--- src/rtl/frame_load_ctrl.sv ---
// Parses 4-byte UART row packets (row, R, G, B) into frame-buffer writes and
// double-buffers the LED frame, swapping banks only at a scan frame boundary.
module frame_load_ctrl #(
  parameter int unsigned ROWS        = 8,
  parameter int unsigned TIMEOUT_CYC = 10000
) (
  input  logic                     clk_i,
  input  logic                     rst_i,
  input  logic                     rx_valid_i,
  input  logic [7:0]               rx_data_i,
  input  logic                     scan_frame_done_i,
  output logic                     wr_en_o,
  output logic                     wr_bank_o,
  output logic [$clog2(ROWS)-1:0]  wr_row_o,
  output logic [7:0]               wr_r_o,
  output logic [7:0]               wr_g_o,
  output logic [7:0]               wr_b_o,
  output logic                     disp_bank_o,
  output logic                     frame_swap_o,
  output logic                     hdr_err_o,
  output logic                     timeout_o,
  output logic                     overrun_o
);

  localparam int unsigned RowW = $clog2(ROWS);
  localparam int unsigned CntW = $clog2(TIMEOUT_CYC + 1);
  localparam logic [CntW-1:0] CntLast  = CntW'(TIMEOUT_CYC - 1);
  localparam logic [7:0]      RowsByte = 8'(ROWS);
  localparam logic [ROWS-1:0] MaskFull = '1;

  localparam logic [2:0] StWaitAddr = 3'd0;
  localparam logic [2:0] StGetR     = 3'd1;
  localparam logic [2:0] StGetG     = 3'd2;
  localparam logic [2:0] StGetB     = 3'd3;
  localparam logic [2:0] StPendSwap = 3'd4;

  logic [2:0]      state_q, state_d;
  logic [RowW-1:0] row_q, row_d;
  logic [7:0]      r_q, r_d, g_q, g_d, b_q, b_d;
  logic [ROWS-1:0] mask_q, mask_d;
  logic            hold_vld_q, hold_vld_d;
  logic [7:0]      hold_data_q, hold_data_d;
  logic [CntW-1:0] cnt_q, cnt_d;
  logic            disp_bank_q, disp_bank_d;
  logic            wr_en_q, wr_en_d;
  logic            hdr_err_q, hdr_err_d;
  logic            timeout_q, timeout_d;
  logic            overrun_q, overrun_d;
  logic            frame_swap_q, frame_swap_d;

  logic            pend_like;
  logic            byte_vld;
  logic [7:0]      byte_data;

  always_comb begin
    state_d      = state_q;
    row_d        = row_q;
    r_d          = r_q;
    g_d          = g_q;
    b_d          = b_q;
    mask_d       = mask_q;
    hold_vld_d   = hold_vld_q;
    hold_data_d  = hold_data_q;
    cnt_d        = cnt_q;
    disp_bank_d  = disp_bank_q;
    wr_en_d      = 1'b0;
    hdr_err_d    = 1'b0;
    timeout_d    = 1'b0;
    overrun_d    = 1'b0;
    frame_swap_d = 1'b0;
    byte_vld     = 1'b0;
    byte_data    = 8'h00;

    // The write cycle that completes a frame already behaves as PEND_SWAP for
    // incoming bytes, so nothing of the next frame is parsed before the swap.
    pend_like = (state_q == StPendSwap) || ((state_q == StWaitAddr) && (mask_q == MaskFull));

    if (pend_like) begin
      cnt_d = '0;
      if (rx_valid_i) begin
        if (hold_vld_q) begin
          overrun_d = 1'b1;
        end else begin
          hold_vld_d  = 1'b1;
          hold_data_d = rx_data_i;
        end
      end
      if (state_q == StWaitAddr) begin
        state_d = StPendSwap;
      end else if (scan_frame_done_i) begin
        disp_bank_d  = ~disp_bank_q;
        frame_swap_d = 1'b1;
        mask_d       = '0;
        state_d      = StWaitAddr;
      end
    end else begin
      // A held byte is consumed ahead of the live stream; a live byte in the
      // same cycle takes its place in the hold register.
      byte_vld  = hold_vld_q | rx_valid_i;
      byte_data = hold_vld_q ? hold_data_q : rx_data_i;
      if (hold_vld_q) begin
        hold_vld_d  = rx_valid_i;
        hold_data_d = rx_data_i;
      end

      if (byte_vld || (state_q == StWaitAddr)) begin
        cnt_d = '0;
      end else begin
        cnt_d = cnt_q + CntW'(1);
      end

      case (state_q)
        StWaitAddr: begin
          if (byte_vld) begin
            if (byte_data < RowsByte) begin
              row_d   = byte_data[RowW-1:0];
              state_d = StGetR;
            end else begin
              hdr_err_d = 1'b1;
            end
          end
        end
        StGetR: begin
          if (byte_vld) begin
            r_d     = byte_data;
            state_d = StGetG;
          end
        end
        StGetG: begin
          if (byte_vld) begin
            g_d     = byte_data;
            state_d = StGetB;
          end
        end
        StGetB: begin
          if (byte_vld) begin
            b_d           = byte_data;
            wr_en_d       = 1'b1;
            mask_d[row_q] = 1'b1;
            state_d       = StWaitAddr;
          end
        end
        default: state_d = StWaitAddr;
      endcase

      if (!byte_vld && (state_q != StWaitAddr) && (cnt_q == CntLast)) begin
        state_d   = StWaitAddr;
        timeout_d = 1'b1;
        cnt_d     = '0;
      end
    end
  end

  always_ff @(posedge clk_i or negedge rst_i) begin
    if (!rst_i) begin
      state_q      <= StWaitAddr;
      row_q        <= '0;
      r_q          <= '0;
      g_q          <= '0;
      b_q          <= '0;
      mask_q       <= '0;
      hold_vld_q   <= 1'b0;
      hold_data_q  <= '0;
      cnt_q        <= '0;
      disp_bank_q  <= 1'b0;
      wr_en_q      <= 1'b0;
      hdr_err_q    <= 1'b0;
      timeout_q    <= 1'b0;
      overrun_q    <= 1'b0;
      frame_swap_q <= 1'b0;
    end else begin
      state_q      <= state_d;
      row_q        <= row_d;
      r_q          <= r_d;
      g_q          <= g_d;
      b_q          <= b_d;
      mask_q       <= mask_d;
      hold_vld_q   <= hold_vld_d;
      hold_data_q  <= hold_data_d;
      cnt_q        <= cnt_d;
      disp_bank_q  <= disp_bank_d;
      wr_en_q      <= wr_en_d;
      hdr_err_q    <= hdr_err_d;
      timeout_q    <= timeout_d;
      overrun_q    <= overrun_d;
      frame_swap_q <= frame_swap_d;
    end
  end

  assign wr_en_o      = wr_en_q;
  assign wr_bank_o    = ~disp_bank_q;
  assign wr_row_o     = row_q;
  assign wr_r_o       = r_q;
  assign wr_g_o       = g_q;
  assign wr_b_o       = b_q;
  assign disp_bank_o  = disp_bank_q;
  assign frame_swap_o = frame_swap_q;
  assign hdr_err_o    = hdr_err_q;
  assign timeout_o    = timeout_q;
  assign overrun_o    = overrun_q;

endmodule

--- config.mk ---
export PLATFORM = sky130hd
export DESIGN_NAME = frame_load_ctrl
export DESIGN_NICKNAME = d
export VERILOG_FILES = /design/src/rtl/frame_load_ctrl.sv
export SDC_FILE = /design/constraint.sdc
export NUM_CORES = 1
export LEC_CHECK = 0
export BUFFER_PORTS_ARGS = -buffer_cell sky130_fd_sc_hd__buf_2
export CORE_ASPECT_RATIO = 1.5
export CORE_MARGIN = 2
export CORE_UTILIZATION = 25
export DETAILED_ROUTE_END_ITERATION = 12
export PLACE_DENSITY = 0.51
export REMOVE_ABC_BUFFERS = 1
export SYNTH_ARGS = -nofsm -noshare
export SYNTH_HDL_FRONTEND = slang
export SYNTH_SLANG_ARGS = --single-unit
--- constraint.sdc ---
create_clock -name clk_i -period 2.55 [get_ports clk_i]
set_input_delay 0.51 -clock clk_i [delete_from_list [all_inputs] [get_ports clk_i]]
set_output_delay 0.51 -clock clk_i [all_outputs]
set_load 0.01 [all_outputs]
Yosys cells after proc, flatten, opt, wreduce, memory -nomap -nowiden

Cells that the tools add are included.

Flip-flop bits (word level): 67
Output and inout bits: 34
Input port bits: 12

Add/sub/neg operators: 1
Mux-type cells: 42
Bitwise logic cells: 5
Eq/ne operators: 15
Order comparisons: 3
Reductions and logical operators: 20

Operators by type and width:

| operator              | number |
|---|---|
| $mux 8                | 9 |
| $mux 14               | 3 |
| $mux 3                | 9 |
| $mux 1                | 19 |
| $add 14x1->14 const B | 1 |
| $eq 14x14->1 const B  | 1 |
| $ne 4x4->1 const B    | 3 |
| $pmux 3 s4            | 1 |
| $reduce_and 3->1      | 4 |
| $eq 8x8->1 const B    | 1 |
| $lt 8x4->1 const B    | 1 |
| $ne 4x2->1 const B    | 2 |
| $or 8x8->8            | 1 |
| $reduce_and 4->1      | 2 |
| $eq 3x2->1 const B    | 2 |
| $ne 2x2->1 const B    | 3 |
| $reduce_and 6->1      | 1 |
| $reduce_bool 2->1     | 3 |
| $logic_and 1x1->1     | 4 |
| $lt 3x4->1 const B    | 1 |
| $demux 1 s3           | 1 |
| $eq 3x1->1 const B    | 1 |
| $eq 3x3->1 const B    | 1 |
| $ge 3x1->1 const B    | 1 |
| 8 further kinds       | 11 |

Depth between registers and ports, before layout

Gate-level depths: netlist of the first run.

Word-level depth: 8
Gate-level depth with buffers: 6

Worst setup path before layout of the first run

No wires, ideal clock.

Path kind: reg2reg
From: register hold_vld_q
To: register hold_data_q[0]
Stages on the path, launching flop included: 7
Required time: 2.425 ns
Library setup time: 0.125 ns
Data arrival time: 1.709 ns
Period minus slack after synthesis: 1.834 ns
Path slack: 0.716 ns
Path through: dfrtp_1 -> buf_6 -> or4b_4 -> o2bb2ai_1 -> or3b_1 -> buf_6 -> mux2_4

Word-level cells in the longest chain between the ends: 3
Elaborated cells on any way between the ends: 5
Classes of those cells: 3 x mux; 2 x reduce/logical

Ends and longest elaborated chain:

| what                     | line | text |
|---|---|---|
| start: declaration       | 41   | `logic hold_vld_q, hold_vld_d;` |
| start signal: assignment | 178  | `hold_vld_q <= hold_vld_d;` |
| $mux 8 (3 in a row)      | -    |  |
| end signal: assignment   | 179  | `hold_data_q <= hold_data_d;` |
| end: declaration         | 42   | `logic [7:0] hold_data_q, hold_data_d;` |

Several ways; a longest one is shown, not always the timed one. The select of a mux whose other input is x is not followed.
A chain may end at the register's enable or synchronous reset.

Worst setup path in the final report of the first run

From: register state_q[1]
To: register hold_data_q[7]

Word-level cells in the longest chain between the ends: 5
Elaborated cells on any way between the ends: 8
Classes of those cells: 2 x eq/ne; 1 x mux; 5 x reduce/logical

Ends and longest elaborated chain:

| what                                                                    | line | text |
|---|---|---|
| start: declaration                                                      | 37   | `logic [2:0] state_q, state_d;` |
| start signal: assignment                                                | 156  | `state_q <= StWaitAddr;` |
| start signal: assignment                                                | 172  | `state_q <= state_d;` |
| $logic_not 3->1                                                         | 76   | `pend_like = (state_q == StPendSwap) \|\| ((state_q == StWaitAddr) && (mask_q == MaskFull));` |
| $logic_and 1x1->1                                                       | 76   |  |
| $logic_or 1x1->1 *                                                      | 76   |  |
| $ne 2x2->1 (no source line) / $reduce_bool 2->1 (equally long branches) | -    |  |
| $reduce_and 2->1 (no source line)                                       | -    |  |

Mark *: on every way between the ends. The rest lies on a longest branch, timed or not.

==> flow_summary.yaml, run 1 <==
power_and_ir_drop:
  p_leak_uw: 0.00160
  peakVddDrop_v: 0.000249
  powerDensity_nw_per_um2: 1020
grt:
  use_met2_pct: 19.8
  grt_pass1_wl_um: 10800
  grt_util_met1_pct: 12.6
  gr-total-overflow: 0
  use_met3_pct: 2.56
  grt_pass1_vias: 2077
  grt_antenna_before_repair: 0
  grt_max_degree: 68
  grt_usage_pct: 11.4
  grt_busiest_layer: "met2"
setup_path:
  start_kind: "flop"
  cp_slowest_cell: "or4b_4"
  critPathCaptureType: "flop"
  slowest_delay_ns: 0.54
  crit_chain: "or4b_4 -> nor3_1 -> or3b_1 -> mux2_4"
  path_class: "flop to flop"
  worst-endpoint-arrival_ns: 2.24
  worst-path-max-fanout: 8
  crit_required_ns: 2.76
floorplanning:
  die_w_um: 91.5
  ios: 46
  die_area_sq_um: 12400
  coreArea_sq_um: 11100
  row_count: 47
  start_util_pct: 25.8
  die_h_um: 135
final_layout:
  nets: 317
  layout_commonest_cell: "dfrtp_1"
  antenna_cells: 0
  final_layout_size_suffix_gt1_share_pct: 23.7
  final_cell_mix: "dfrtp_1, buf_2, nor2_1, nand2_1, o21ai_0"
  area_growth_pct: 23.7
  instances_no_fill: 455
synthesis:
  ys_ff_latch: 67
  synthArstFlopShare_pct: 100
  yosys.area.top_type: "dfrtp_1"
  synth_area_per_cell_sq_um: 11.2
  synth_warnings: 0
  synth_top_area_share_pct: 58.5
  yosysSeqAreaShare_pct: 58.5
  syn_area_sq_um: 2870
  yosysUniqueCellTypes: 41
  syn_inst: 255
  synth_area_leaders: "dfrtp_1, mux2_4, mux2i_1"
  synth_edf_count: 0
  synthFlopType: "dfrtp_1"
route:
  drc: 0
  totalWireLength_um: 6410
  vias_per_cell: 4.49
  dr.pass1.iters: 4
  wl_per_cell_um: 14.1
  ant_nets: 0
  dr_total_vias: 2042
  drt_iter0_markers: 119
worst_hold_path:
  hold_path_class: "input port to async pin"
timing:
  skew_ns: 0.00603
  slew_violations: 0
  setup_violations: 0
  rsz0062_at_grt: "no"
  tightest_slew_ns: 0.672
  tns_ns: 0
  period_needed_ns: 2.03
  relSlewSlack_pct: 55.0
  period_share_pct: 79.5
  fmaxAchievable_mhz: 493
  hold_viol: 0
placement:
  dp.cells: 440
  dpl.hpwl_um: 4540
  gp_congestion: 0.724
  portBuffers: 45
cts:
  cts.sinks: 67
  numCtsBuffers: 9
  cts_tree: "done"
  ctsHoldBuffers: 0
  cts_max_path_buffers: 2
  worst_skew_pair.late_latency_ns: 0.33
  cts_root_buf: "clkbuf_16"
  cts.clk_slew.worst_paths_ns: 0.05
  post_cts_buffers: 0
  htreeDepth: 3
  cts_resized: 0
outcome:
  status: "finished, final reports clean"
flow_run:
  cap_violations: 0
-- layout make-up --
| cell class | instances | area (sq um) |
|---|---|---|
| Clock buffer | 13 | 260 |
| Clock inverter | 2 | 35.0 |
| Fill cell | 1128 | 7570 |
| Inverter | 8 | 30.0 |
| Multi-Input combinational cell | 169 | 1090 |
| Sequential cell | 67 | 1680 |
| Tap cell | 147 | 184 |
| Timing Repair Buffer | 49 | 268 |
-- sequential cells by signal, summed over array words and instances (netlist names), 3 cells and up --
signal and count:
wr_g_o 8, wr_row_o 3, state_q 3, hold_data_q 8, mask_q 8, cnt_q 14, wr_b_o 8, wr_r_o 8
-- worst max-delay path: cells and delay by family, from the launching register on --
family,cells,cell delay (ns)
and+or+nand+nor,3,1.12
DFF,1,0.45
muxes,1,0.34
-- routing by layer --
layer	vias up	wire length, um
li1	994	-
met1	998	2590
met2	42	3450
met3	8	237
met4	0	138
met5	-	0
-- worst paths after layout --
kind / from / endpoint / slack [ns] / depth (start not counted)
worst max register to register: state_q[1]$_DFFE_PN0P_ / hold_data_q[7]$_DFFE_PN0P_ / 0.52 / 4
min in group clk_i: rx_valid_i / timeout_o$_DFF_PN0_ / 0.43 / 2
max in group asynchronous: rst_i / wr_r_o[1]$_DFFE_PN0P_ / 2.05 / 2
worst min-delay path: rst_i / wr_b_o[7]$_DFFE_PN0P_ / 0.19 / 2
worst max-delay path: state_q[1]$_DFFE_PN0P_ / hold_data_q[7]$_DFFE_PN0P_ / 0.52 / 4
worst min register to register: wr_g_o[5]$_DFFE_PN0P_ / wr_g_o[5]$_DFFE_PN0P_ / 0.47 / 2
-- Yosys cell counts (all sizes together), types with 2 or more instances --
cell,count
buf,5
o31ai,4
clkbuf,6
and4,3
nand4,6
and2,2
nand3,10
mux2,8
nor2,27
a21oi,10
o211ai,2
dfrtp,67
nor3,3
nor3b,2
o21ai,18
xnor2,3
nand2,25
nor4,3
xor2,10
mux2i,11
a32o,4
inv,8
-- through the flow --
stage	utilization, %	hold WS, ns	worst slack (ns)	area, sq um	total power, uW
CTS	31.9	0.209	0.511	3550	3680
global route	31.9	0.228	0.367	3550	3860
floorplan	-	0.214	0.427	2800	2030
finish	31.9	0.192	0.522	3550	3610
detailed placement	29.3	0.465	0.375	3250	2430
global placement	29.3	0.456	0.401	3250	2400
-- where the power goes --
group | total, uW | internal [uW] | switching (uW) | leakage (uW)
Clock | 1220 | 803 | 420 | 0.000146
Sequential | 1560 | 1360 | 197 | 0.000849
Combinational | 830 | 365 | 465 | 0.000607
-- logic make-up (layout without fill, tap and decap cells) --
kind of cell,after synthesis,count (layout),share of synthesized area (%)
xor+xnor,13,13,3.97
mux,19,19,8.03
fa+ha+maj,2,2,0.785
buf+inv,19,72,3.36
flops,67,67,58.5
compound gates,42,42,8.94
simple gates,93,93,16.4
(Power assumes the default switching activity.)
==> run 2: changes to the inputs <==
==> constraint.sdc (replaced) <==
create_clock -name clk_i -period 1.95 [get_ports clk_i]
set_input_delay 0.39 -clock clk_i [delete_from_list [all_inputs] [get_ports clk_i]]
set_output_delay 0.39 -clock clk_i [all_outputs]
set_load 0.01 [all_outputs]
==> run 2 against run 1 <==
Effect of this change: die area unchanged; sequential share of layout area down 1.1 points; clock skew about the same; register-to-register slack worse by 0.38 ns; worst hold slack worse by 0.11 ns; combinational power up 40%; first-iteration DRC count down 50%; largest cell class unchanged.
==> flow_summary.yaml, run 2 (synthesized netlist as in run 1, its figures left out) <==
outcome:
  status: "finished, final reports clean"
final_layout:
  instances_no_fill: 465
  antenna_cells: 0
  area_growth_pct: 26.6
  nets: 327
  layout_commonest_cell: "dfrtp_1"
  final_cell_mix: "dfrtp_1, buf_2, nor2_1, nand2_1, o21ai_0"
  largest_reg_flops: 14
  final_layout_size_suffix_gt1_share_pct: 26.4
  largest-register: "cnt_q"
  stdcell_area_sq_um: 3630
floorplanning:
  die_h_um: 135
  die_w_um: 91.5
  ios: 46
  coreArea_sq_um: 11100
  row_count: 47
  start_util_pct: 25.8
  die_area_sq_um: 12400
setup_path:
  crit_required_ns: 2.16
  worst-endpoint-arrival_ns: 2.02
  path_class: "flop to flop"
  start_kind: "flop"
  critPathCaptureType: "flop"
  worst-path-max-fanout: 8
  crit_path_start: "state_q[0]$_DFFE_PN0P_"
  reg2reg_from: "state_q[0]$_DFFE_PN0P_"
timing:
  hold_viol: 0
  period_share_pct: 92.9
  timing.hold.ws_ns: 0.0825
  tns_ns: 0
  skew_ns: 0.00610
  setup_violations: 0
  fmaxAchievable_mhz: 552
  relSlewSlack_pct: 58.3
  rsz0062_at_grt: "no"
  period_needed_ns: 1.81
  tightest_slew_ns: 0.625
  slew_violations: 0
power_and_ir_drop:
  peakVddDrop_v: 0.000453
  fin_total_pwr_uw: 4730
  p_leak_uw: 0.00164
  powerDensity_nw_per_um2: 1300
placement:
  portBuffers: 45
  placed_cell_area_sq_um: 3340
  dpl.hpwl_um: 4760
  dp.cells: 450
  gp_congestion: 0.802
cts:
  cts.sinks: 67
  cts.clk_slew.worst_paths_ns: 0.05
  ctsHoldBuffers: 0
  worst_skew_pair.late_latency_ns: 0.33
  cts_tree: "done"
  post_cts_buffers: 0
  numCtsBuffers: 9
  cts_max_path_buffers: 2
  htreeDepth: 3
  cts_root_buf: "clkbuf_16"
route:
  ant_nets: 0
  dr_total_vias: 2058
  dr.pass1.iters: 4
  drc: 0
  drt_iter0_markers: 60
  totalWireLength_um: 6400
  vias_per_cell: 4.43
  wl_per_cell_um: 13.8
grt:
  grt_pass1_wl_um: 10700
  grt_max_degree: 26
  grt_usage_pct: 11.2
  gr-total-overflow: 0
  grt_antenna_before_repair: 0
  grt_pass1_vias: 2086
worst_hold_path:
  hold_path_class: "input port to async pin"
flow_run:
  cap_violations: 0
==> run 2: path summary, 6_finish.rpt <==
path / slack, ns / cells past startpoint / to
worst max-delay path: 0.14 / 5 / hold_data_q[2]$_DFFE_PN0P_
worst min-delay path: 0.08 / 1 / hold_data_q[3]$_DFFE_PN0P_
worst max register to register: 0.14 / 5 / hold_data_q[2]$_DFFE_PN0P_
worst min register to register: 0.47 / 2 / wr_g_o[6]$_DFFE_PN0P_
max in group asynchronous: 1.29 / 2 / wr_g_o[7]$_DFFE_PN0P_
min in group clk_i: 0.31 / 2 / hold_data_q[1]$_DFFE_PN0P_
==> run 2: layout make-up <==
cell class              instances  area, sq um
fillers                      1138         7480
flip-flops and latches         67         1680
multi-input cells             169         1100
repair buffers                 59          355
clock buffers                  11          233
well taps                     147          184
clock inverters                 4         51.3
inverters                       8         30.0
==> run 2: through the flow <==
stage | utilization [%] | worst slack [ns]
5_1_grt | 32.7 | 0.0404
4_1_cts | 32.6 | 0.125
6_report | 32.7 | 0.138
3_5_place_dp | 30.1 | 0.0938
2_1_floorplan | - | -0.173
3_3_place_gp | 30.1 | 0.134
==> run 2: worst max-delay path: stages (launching register included) <==
cell,delay [ns]
dfrtp_1,0.44
or4b_4,0.50
o2bb2ai_1,0.15
or3b_1,0.16
buf_12,0.14
mux2_4,0.30
==> run 2: repair_timing <==
item                                   CTS  global route
setup endpoints to repair                0             1
endpoints found under the hold margin    0             0
gates resized for setup                  0             1
==> run 2: per-layer routing <==
metal	GRT usage (%)	wire length (um)	vias up
li1	-	-	1012
met1	12.3	2610	999
met2	19.8	3410	41
met3	3.17	271	6
met4	5.56	113	0
met5	0	0	-
==> run 2: power breakdown <==
group / leakage, uW / total, uW / internal (uW) / switching, uW
registers: 0.000849 / 2020 / 1780 / 240
logic: 0.000657 / 1160 / 525 / 634
clock network: 0.000136 / 1550 / 984 / 571
==> run 3: changes to the inputs <==
--- a/config.mk
+++ b/config.mk
@@ -9,6 +9,7 @@
 export CORE_ASPECT_RATIO = 1.5
 export CORE_MARGIN = 2
 export CORE_UTILIZATION = 25
+export CTS_BUF_LIST = sky130_fd_sc_hd__clkbuf_8
 export DETAILED_ROUTE_END_ITERATION = 12
 export PLACE_DENSITY = 0.51
 export REMOVE_ABC_BUFFERS = 1
==> run 3 against run 2 <==
Effect of this change: die area did not move; sequential cell count did not move; critical path type unchanged; combinational power barely moved; clock-buffer cell count fell by 2; critical path depth did not move; worst hold slack got worse by 0.025 ns.
==> flow_summary.yaml, run 3 (synthesized netlist as in run 1, its figures left out) <==
grt:
  grt_usage_pct: 11.2
  grt_max_degree: 26
  grt_pass1_vias: 2089
  gr-total-overflow: 0
  grt_pass1_wl_um: 10600
  grt_antenna_before_repair: 0
final_layout:
  largest_reg_flops: 14
  largest-register: "cnt_q"
  stdcell_area_sq_um: 3540
  antenna_cells: 0
  nets: 327
  final_layout_size_suffix_gt1_share_pct: 26.7
  final_cell_mix: "dfrtp_1, buf_2, nor2_1, nand2_1, o21ai_0"
  num-fill-cells: 1143
  area_growth_pct: 23.3
  layout_commonest_cell: "dfrtp_1"
floorplanning:
  ios: 46
  start_util_pct: 25.8
  die_w_um: 91.5
  coreArea_sq_um: 11100
  row_count: 47
  die_h_um: 135
  die_area_sq_um: 12400
timing:
  skew_ns: 0.00976
  timing.hold.ws_ns: 0.0578
  period_share_pct: 92.7
  slew_violations: 0
  rsz0062_at_grt: "no"
  tns_ns: 0
  tightest_slew_ns: 0.633
  setup_violations: 0
  period_needed_ns: 1.81
  hold_viol: 0
  fmaxAchievable_mhz: 553
  relSlewSlack_pct: 57.8
setup_path:
  worst-path-max-fanout: 8
  start_kind: "flop"
  slowest_delay_ns: 0.50
  crit_chain: "or4b_4 -> o2bb2ai_1 -> or3b_1 -> buf_12 -> mux2_4"
  critPathCaptureType: "flop"
  path_class: "flop to flop"
  cp_slowest_cell: "or4b_4"
  crit_required_ns: 2.18
  worst-endpoint-arrival_ns: 2.04
cts:
  htreeDepth: 3
  cts.clk_slew.worst_paths_ns: 0.07
  worst_skew_pair.late_latency_ns: 0.35
  ctsHoldBuffers: 0
  cts_tree: "done"
  cts_root_buf: "clkbuf_8"
  cts.sinks: 67
  post_cts_buffers: 0
  numCtsBuffers: 9
  cts_max_path_buffers: 2
power_and_ir_drop:
  p_leak_uw: 0.00161
  peakVddDrop_v: 0.000292
  powerDensity_nw_per_um2: 1210
placement:
  portBuffers: 45
  gp_congestion: 0.802
  placed_cell_area_sq_um: 3340
  dpl.hpwl_um: 4760
outcome:
  status: "finished, final reports clean"
flow_run:
  cap_violations: 0
worst_hold_path:
  hold_path_class: "input port to async pin"
route:
  drc: 0
  drt_iter0_markers: 80
  dr.pass1.iters: 4
  dr_total_vias: 2056
  totalWireLength_um: 6380
  ant_nets: 0
  vias_per_cell: 4.42
  wl_per_cell_um: 13.7
## run 3: cell count changes in the layout (fill, tap and decap cells not counted), sizes merged
cell	previous run	this run
inv	9	11
clkbuf	11	9
## run 3: area by class of cell
type | instances | area (sq um) | area share, %
multi-input cells | 169 | 1110 | 31.3
flip-flops and latches | 67 | 1680 | 47.4
well taps | 147 | 184 | 5.20
clock inverters | 6 | 58.8 | 1.66
inverters | 8 | 30.0 | 0.849
clock buffers | 9 | 124 | 3.50
repair buffers | 59 | 355 | 10.0
## run 3: worst paths after layout
| check | start | to | slack, ns | depth (start not counted) |
|---|---|---|---|---|
| worst max register to register | state_q[0]$_DFFE_PN0P_ | hold_data_q[2]$_DFFE_PN0P_ | 0.14 | 5 |
| worst min-delay path | rst_i | hold_data_q[3]$_DFFE_PN0P_ | 0.06 | 1 |
| min in group clk_i | rx_data_i[1] | hold_data_q[1]$_DFFE_PN0P_ | 0.29 | 2 |
| max in group asynchronous | rst_i | wr_g_o[7]$_DFFE_PN0P_ | 1.30 | 2 |
| worst min register to register | wr_b_o[3]$_DFFE_PN0P_ | wr_b_o[3]$_DFFE_PN0P_ | 0.48 | 2 |
| worst max-delay path | state_q[0]$_DFFE_PN0P_ | hold_data_q[2]$_DFFE_PN0P_ | 0.14 | 5 |
## run 3: repair_timing
action | in CTS | in global routing
endpoints found under the hold margin | 0 | 0
resized for setup | 0 | 2
endpoints found under the setup margin | 0 | 2
## run 3: critical path: cells and delay by family (launching register included)
kind / cells / cell delay [ns]
compound gates: 1 / 0.15
simple gates: 2 / 0.66
flops: 1 / 0.44
mux: 1 / 0.30
buf+inv: 1 / 0.14
## run 3: where the power goes
part / internal, uW / switching (uW)
sequential: 1780 / 239
combinational: 526 / 634
clock: 576 / 525
total: 2880 / 1400
## run 3: per-layer routing
metal	GRT usage (%)	wire (um)	up-vias
li1	-	-	1011
met1	12.0	2610	991
met2	19.9	3360	44
met3	3.17	270	10
met4	5.81	134	0
met5	0	0	-
## run 3: through the flow
step / utilization [%] / total power (uW) / std cells / setup slack, ns
after floorplan: - / 2660 / 244 / -0.173
after global placement: 30.1 / 3200 / 450 / 0.134
after detailed placement: 30.1 / 3230 / 450 / 0.0938
after CTS: 31.7 / 4360 / 465 / 0.123
after global routing: 31.8 / 4580 / 465 / 0.0325
final: 31.8 / 4270 / 465 / 0.142
